File: src/rtl/secuenciador_bus_rtc_pkg.sv
// Shared definitions for the RTC bus sequencer: FSM state encoding,
// bus payload struct with its idle levels, and transaction index constants.
package secuenciador_bus_rtc_pkg;

    localparam int unsigned BYTE_W = 8;
    localparam int unsigned IDX_W  = 2;

    typedef enum logic [2:0] {
        ST_IDLE  = 3'd0,
        ST_ADDR  = 3'd1,
        ST_GAP_A = 3'd2,
        ST_DATA  = 3'd3,
        ST_GAP_D = 3'd4,
        ST_DONE  = 3'd5
    } estado_e;

    // Transaction order: segundo, minuto, hora
    localparam logic [IDX_W-1:0] IDX_SEG  = 2'd0;
    localparam logic [IDX_W-1:0] IDX_MIN  = 2'd1;
    localparam logic [IDX_W-1:0] IDX_HORA = 2'd2;

    typedef struct packed {
        logic              cs_n;
        logic              rd_n;
        logic              wr_n;
        logic              a_d;
        logic              ad_oe;
        logic [BYTE_W-1:0] ad_out;
    } bus_t;

    localparam bus_t BUS_IDLE = '{
        cs_n:   1'b1,
        rd_n:   1'b1,
        wr_n:   1'b1,
        a_d:    1'b1,
        ad_oe:  1'b0,
        ad_out: 8'h00
    };

endpackage

File: src/rtl/secuenciador_bus_rtc_contador_fase.sv
// Phase timer: 8-bit counter with synchronous clear and a registered
// terminal-count flag that is high while the count equals T_FASE-1.
//   clk, reset : clock, synchronous active-high reset
//   clr_i      : restart count from 0 at the next edge
//   tc_o       : count == T_FASE-1
module secuenciador_bus_rtc_contador_fase #(
    parameter int unsigned T_FASE = 4
) (
    input  logic clk,
    input  logic reset,
    input  logic clr_i,
    output logic tc_o
);
    localparam int unsigned CNT_W   = 8;
    localparam logic [CNT_W-1:0] CNT_FIN = CNT_W'(T_FASE - 1);

    logic [CNT_W-1:0] cnt_q, cnt_d;
    logic             tc_q;

    always_comb begin
        cnt_d = cnt_q + CNT_W'(1);
        if (reset || clr_i) begin
            cnt_d = '0;
        end
    end

    // Flag registered from the next count so it lines up with cnt_q
    always_ff @(posedge clk) begin
        cnt_q <= cnt_d;
        tc_q  <= (cnt_d == CNT_FIN);
    end

    assign tc_o = tc_q;

endmodule

File: src/rtl/secuenciador_bus_rtc.sv
// RTC bus sequencer: on Escribe/Lee runs three multiplexed address/data bus
// cycles (segundo, minuto, hora), writing latched bytes or capturing AD_in,
// then pulses T_Esc or T_Lect for one cycle.
//   Escribe, Lee          : request levels (Escribe wins)
//   Dir_*, segundo/minuto/hora : addresses and write bytes, latched at start
//   AD_in                 : read data from RTC
//   AD_out, AD_oe, CS_n, RD_n, WR_n, A_D : bus signals (all registered)
//   lect_*                : captured read bytes
//   T_Esc, T_Lect         : completion pulses
module secuenciador_bus_rtc
    import secuenciador_bus_rtc_pkg::*;
#(
    parameter int unsigned T_FASE = 4
) (
    input  logic       clk,
    input  logic       reset,
    input  logic       Escribe,
    input  logic       Lee,
    input  logic [7:0] Dir_segundo,
    input  logic [7:0] Dir_minuto,
    input  logic [7:0] Dir_hora,
    input  logic [7:0] segundo,
    input  logic [7:0] minuto,
    input  logic [7:0] hora,
    input  logic [7:0] AD_in,
    output logic [7:0] AD_out,
    output logic       AD_oe,
    output logic       CS_n,
    output logic       RD_n,
    output logic       WR_n,
    output logic       A_D,
    output logic [7:0] lect_seg,
    output logic [7:0] lect_min,
    output logic [7:0] lect_hora,
    output logic       T_Esc,
    output logic       T_Lect
);
    estado_e                     state_q, state_d;
    logic [IDX_W-1:0]            idx_q, idx_d;
    logic                        esc_q, esc_d;
    logic [2:0][BYTE_W-1:0]      dir_q, dir_d;
    logic [2:0][BYTE_W-1:0]      dat_q, dat_d;
    logic [2:0][BYTE_W-1:0]      lect_q, lect_d;
    bus_t                        bus_q, bus_d;
    logic                        t_esc_q, t_esc_d;
    logic                        t_lect_q, t_lect_d;
    logic                        fase_fin;
    logic                        clr_fase_c;

    // Phase counter restarts on every state change
    assign clr_fase_c = (state_d != state_q);

    secuenciador_bus_rtc_contador_fase #(
        .T_FASE (T_FASE)
    ) u_contador_fase (
        .clk   (clk),
        .reset (reset),
        .clr_i (clr_fase_c),
        .tc_o  (fase_fin)
    );

    // Next state, latches, and next bus outputs derived from the next state
    always_comb begin
        state_d  = state_q;
        idx_d    = idx_q;
        esc_d    = esc_q;
        dir_d    = dir_q;
        dat_d    = dat_q;
        lect_d   = lect_q;
        bus_d    = BUS_IDLE;
        t_esc_d  = 1'b0;
        t_lect_d = 1'b0;

        case (state_q)
            ST_IDLE: begin
                if (Escribe || Lee) begin
                    state_d = ST_ADDR;
                    esc_d   = Escribe;
                    idx_d   = IDX_SEG;
                    dir_d   = {Dir_hora, Dir_minuto, Dir_segundo};
                    dat_d   = {hora, minuto, segundo};
                end
            end
            ST_ADDR: begin
                if (fase_fin) state_d = ST_GAP_A;
            end
            ST_GAP_A: state_d = ST_DATA;
            ST_DATA: begin
                if (fase_fin) begin
                    state_d = ST_GAP_D;
                    if (!esc_q) lect_d[idx_q] = AD_in;
                end
            end
            ST_GAP_D: begin
                if (idx_q == IDX_HORA) begin
                    state_d = ST_DONE;
                end else begin
                    idx_d   = idx_q + IDX_W'(1);
                    state_d = ST_ADDR;
                end
            end
            ST_DONE: begin
                state_d = ST_IDLE;
                idx_d   = IDX_SEG;
            end
            default: state_d = ST_IDLE;
        endcase

        case (state_d)
            ST_ADDR: begin
                bus_d.cs_n   = 1'b0;
                bus_d.a_d    = 1'b0;
                bus_d.wr_n   = 1'b0;
                bus_d.ad_oe  = 1'b1;
                bus_d.ad_out = dir_d[idx_d];
            end
            ST_DATA: begin
                bus_d.cs_n = 1'b0;
                bus_d.a_d  = 1'b1;
                if (esc_d) begin
                    bus_d.wr_n   = 1'b0;
                    bus_d.ad_oe  = 1'b1;
                    bus_d.ad_out = dat_d[idx_d];
                end else begin
                    bus_d.rd_n = 1'b0;
                end
            end
            ST_DONE: begin
                t_esc_d  = esc_d;
                t_lect_d = !esc_d;
            end
            default: ;
        endcase
    end

    always_ff @(posedge clk) begin
        if (reset) begin
            state_q  <= ST_IDLE;
            idx_q    <= IDX_SEG;
            esc_q    <= 1'b0;
            dir_q    <= '0;
            dat_q    <= '0;
            lect_q   <= '0;
            bus_q    <= BUS_IDLE;
            t_esc_q  <= 1'b0;
            t_lect_q <= 1'b0;
        end else begin
            state_q  <= state_d;
            idx_q    <= idx_d;
            esc_q    <= esc_d;
            dir_q    <= dir_d;
            dat_q    <= dat_d;
            lect_q   <= lect_d;
            bus_q    <= bus_d;
            t_esc_q  <= t_esc_d;
            t_lect_q <= t_lect_d;
        end
    end

    assign AD_out    = bus_q.ad_out;
    assign AD_oe     = bus_q.ad_oe;
    assign CS_n      = bus_q.cs_n;
    assign RD_n      = bus_q.rd_n;
    assign WR_n      = bus_q.wr_n;
    assign A_D       = bus_q.a_d;
    assign lect_seg  = lect_q[IDX_SEG];
    assign lect_min  = lect_q[IDX_MIN];
    assign lect_hora = lect_q[IDX_HORA];
    assign T_Esc     = t_esc_q;
    assign T_Lect    = t_lect_q;

endmodule

File: config.mk
export PLATFORM = sky130hd
export DESIGN_NAME = secuenciador_bus_rtc
export DESIGN_NICKNAME = d
export VERILOG_FILES = /design/src/rtl/secuenciador_bus_rtc_pkg.sv /design/src/rtl/secuenciador_bus_rtc_contador_fase.sv /design/src/rtl/secuenciador_bus_rtc.sv
export SDC_FILE = /design/constraint.sdc
export NUM_CORES = 1
export LEC_CHECK = 0
export BUFFER_PORTS_ARGS = -buffer_cell sky130_fd_sc_hd__buf_2
export CAP_MARGIN = 40
export CELL_PAD_IN_SITES_DETAIL_PLACEMENT = 0
export CELL_PAD_IN_SITES_GLOBAL_PLACEMENT = 1
export CORE_MARGIN = 5
export CORE_UTILIZATION = 43
export DETAILED_ROUTE_END_ITERATION = 8
export GPL_TIMING_DRIVEN = 0
export PLACE_DENSITY_LB_ADDON = 0.1
export SYNTH_ARGS = -nofsm -noshare
export SYNTH_HDL_FRONTEND = slang
export SYNTH_SLANG_ARGS = --single-unit
File: constraint.sdc
create_clock -name clk -period 5.8 [get_ports clk]
set_clock_uncertainty 0.2 [all_clocks]
set_input_delay 1.45 -clock clk [delete_from_list [all_inputs] [get_ports clk]]
set_output_delay 1.45 -clock clk [all_outputs]
set_load 0.05 [all_outputs]
==> flow_summary.json <==
{
  "syn_nets": 563,
  "h-tree-depth": 3,
  "synthesis.instances": 499,
  "track_usage": 0.1915,
  "async_flop_share": 0,
  "clkSinkCount": 102,
  "row_count": 37,
  "routabilityCongestion": 0.8525,
  "die_w_um": 111.1,
  "grt_setup_unrepaired": "no",
  "cts_tree": "yes",
  "viasPerCell": 5.280,
  "synth_warnings": 0,
  "wirelength_mm": 11.97,
  "synth_top_flop_cell": "dfxtp_1",
  "report.final.slew_viol_count": 0,
  "r2r_slack_ns": 3.15,
  "ys_seq_area_frac": 0.4646,
  "p_int_mw": 0.9761,
  "crit_required_ns": 5.87,
  "p_total_mw": 1.397,
  "final_layout_size_suffix_gt1_frac": 0.2410,
  "clk_latency_ns": 0.37,
  "place_ws_ns": 2.091,
  "period_share": 0.5673,
  "die_y_um": 111.1,
  "syn2layout_area_growth_pct": 19.47,
  "cp_max_fo": 10,
  "power_density_nw_per_um2": 266.0,
  "fp.coreArea_um2": 10140,
  "setup_viol": 0,
  "min_path_type": "reg2reg",
  "crit_path_start_kind": "input pin",
  "p_leak_nw": 2.130,
  "synth_edf_count": 0,
  "grt_max_degree": 20,
  "tightest_slew_ns": 0.6695,
  "numCtsBuffers": 9,
  "final_nets": 673,
  "yosys_register_bits": 102,
  "peakVddDrop_mv": 0.1378,
  "seq_area_um2": 2042,
  "drt_iter0_drc": 176,
  "synth-xor-area-share": 0.01395,
  "critPathKind": "in2reg",
  "hold_viol": 0,
  "p_comb_frac": 0.149,
  "grt_pass1_vias": 3904,
  "antenna_cells": 0,
  "maxCapViolations": 0,
  "place_hpwl_mm": 9.185,
  "grt_overflow": 0,
  "whs_path_depth": 2,
  "holdWs_ns": 0.2625,
  "p_clk_frac": 0.314,
  "die_area_um2": 12340,
  "avgSynthCellArea_um2": 8.809,
  "reg2reg_depth": 8,
  "yosysUniqueCellTypes": 52,
  "cts_hold_buf": 0,
  "slowest_stage": "or4_4",
  "final_cell_area_um2": 5251,
  "muxShareOfSynthArea": 0.05465,
  "setup_tns_ns": 0,
  "arrival_ns": 3.36,
  "antenna_found_initial": 0,
  "path_cells": "buf_2, nor2_2, a221oi_4, and2_4, buf_12, inv_4, or4_4, buf_6, o311ai_2",
  "cts.clk_slew.worst_paths_ns": 0.10,
  "post_drt_wl_per_cell_um": 15.96,
  "synth_top_family_by_area": "compound AO/OA/AOI/OAI gates",
  "fin_ws_ns": 2.510,
  "cts_root_buffer": "clkbuf_8",
  "final_antenna_net_count": 0,
  "status": "finished, final reports clean",
  "finalNonFillerCells": 750,
  "via_count": 3960,
  "final_util": 0.5180,
  "place_inst": 734,
  "route.detailed.drc": 0,
  "post_cts_resize_count": 0,
  "period_minus_slack_ns": 3.290,
  "p_switching_mw": 0.4209,
  "placed_area_um2": 5064,
  "worstSetupEndpointType": "register",
  "synth.cell_area_um2": 4395,
  "cp_slowest_stage_delay_ns": 0.47,
  "multi_input_area_um2": 2100,
  "io_pins": 99,
  "clockBufferDepth": 2,
  "p_seq_frac": 0.537,
  "synth_fa_ha_area_frac": 0.01139,
  "initial_core_util": 0.4335,
  "synth_compound_area_frac": 0.2072,
  "portBuffers": 97,
  "grt_pass1_wl_mm": 19.29,
  "fillers": 1009,
  "drtPass1Iterations": 4,
  "fmax_mhz": 303.9,
  "slew_headroom": 0.5537,
  "yosys.area_share.simple": 0.1904,
  "switching_share": 0.3013,
  "cts_setup_buffers": 0
}
-- kinds of logic (layout without fill, tap and decap cells) --
kind of cell    after synthesis  count (layout)
buf+inv                      47             162
simple gates                180             180
xor+xnor                      7               7
flops                       102             102
compound gates              135             135
fa+ha+maj                     4               4
mux                          24              24
-- critical path: cells and delay by family --
family / cells / cell delay, ns
buf+inv: 4 / 0.44
compound gates: 2 / 0.67
simple gates: 3 / 0.79
-- cell usage in the layout (no fill, tap or decap), drive strengths merged, types with 2 or more instances in the layout --
cell and n:
nand3 19, o21ai 16, nand4 9, a221oi 2, buf 109, xnor2 4, or2 3, xor2 3
o21bai 8, nor2 50, and3 2, o211a 2, ha 4, mux2i 24, o21a 8, and2 4
nand2 72, dfxtp 102, a21oi 67, o211ai 8, inv 11, or4 9, a211oi 8, or3 3
o311ai 8, clkbuf 39, clkinv 2, nor3 4
-- path summary, 6_finish.rpt --
path,from,to
setup / recovery,Lee,AD_out[4]$_SDFF_PP0_
hold / removal,dir_q[10]$_SDFF_PP0_,dir_q[10]$_SDFF_PP0_
setup reg to reg,state_q[2]$_SDFF_PP0_,AD_out[4]$_SDFF_PP0_
hold reg to reg,dir_q[10]$_SDFF_PP0_,dir_q[10]$_SDFF_PP0_
-- registers in the layout, summed over array words and instances, names as in the netlist --
name / cells
AD_oe: 1
AD_out: 8
A_D: 1
CS_n: 1
RD_n: 1
T_Esc: 1
T_Lect: 1
WR_n: 1
dat_q: 24
dir_q: 24
esc_q: 1
idx_q: 2
lect_hora: 8
lect_min: 8
lect_seg: 8
state_q: 3
u_contador_fase.cnt_q: 8
u_contador_fase.tc_o: 1
-- final cells by class --
type	instances	share of cell area
well taps	136	0.03240
clock buffers	9	0.02359
multi-input cells	350	0.3998
inverters	7	0.005480
flip-flops and latches	102	0.3888
plain buffers	40	0.04289
repair buffers	99	0.09483
clock inverters	7	0.01215
-- synthesized netlist by cell type, types with 2 or more instances --
cell | instances | area, µm²
dfxtp_1 | 102 | 2042
nand2_1 | 72 | 270.3
a21oi_1 | 67 | 335.3
nor2_1 | 48 | 180.2
clkbuf_1 | 29 | 108.9
mux2i_1 | 24 | 240.2
nand3_1 | 19 | 95.09
o21ai_0 | 16 | 80.08
nand4_1 | 9 | 56.30
a211oi_1 | 8 | 60.06
o211ai_1 | 8 | 60.06
o21a_1 | 8 | 60.06
o21bai_1 | 8 | 60.06
o311ai_2 | 8 | 130.1
or4_1 | 8 | 60.06
inv_1 | 6 | 22.52
buf_6 | 5 | 56.30
ha_1 | 4 | 50.05
xnor2_1 | 4 | 35.03
and2_1 | 3 | 18.77
buf_4 | 3 | 22.52
nor3_1 | 3 | 15.01
or3_1 | 3 | 18.77
xor2_1 | 3 | 26.28
nor2_2 | 2 | 12.51
o211a_1 | 2 | 20.02
or2_2 | 2 | 12.51
-- power by group through the flow --
| stage | combinational (mW) | clock (mW) | sequential (mW) |
|---|---|---|---|
| finish | 0.209 | 0.439 | 0.750 |
| global route | 0.229 | 0.478 | 0.753 |
| CTS | 0.210 | 0.449 | 0.750 |
| detailed placement | 0.209 | 0 | 0.766 |
| global placement | 0.205 | 0 | 0.765 |
| floorplan | 0.117 | 0 | 0.786 |
-- layer usage --
metal	GRT usage	vias up	wire length, µm	part of all wire
met5	0	-	0	0
met4	0.05109	0	174	0.015
met3	0.03930	13	556	0.046
met2	0.3107	90	5529	0.46
met1	0.2603	1887	5707	0.48
li1	-	1970	-	-
Note: power is estimated with default switching activity, not from simulation.
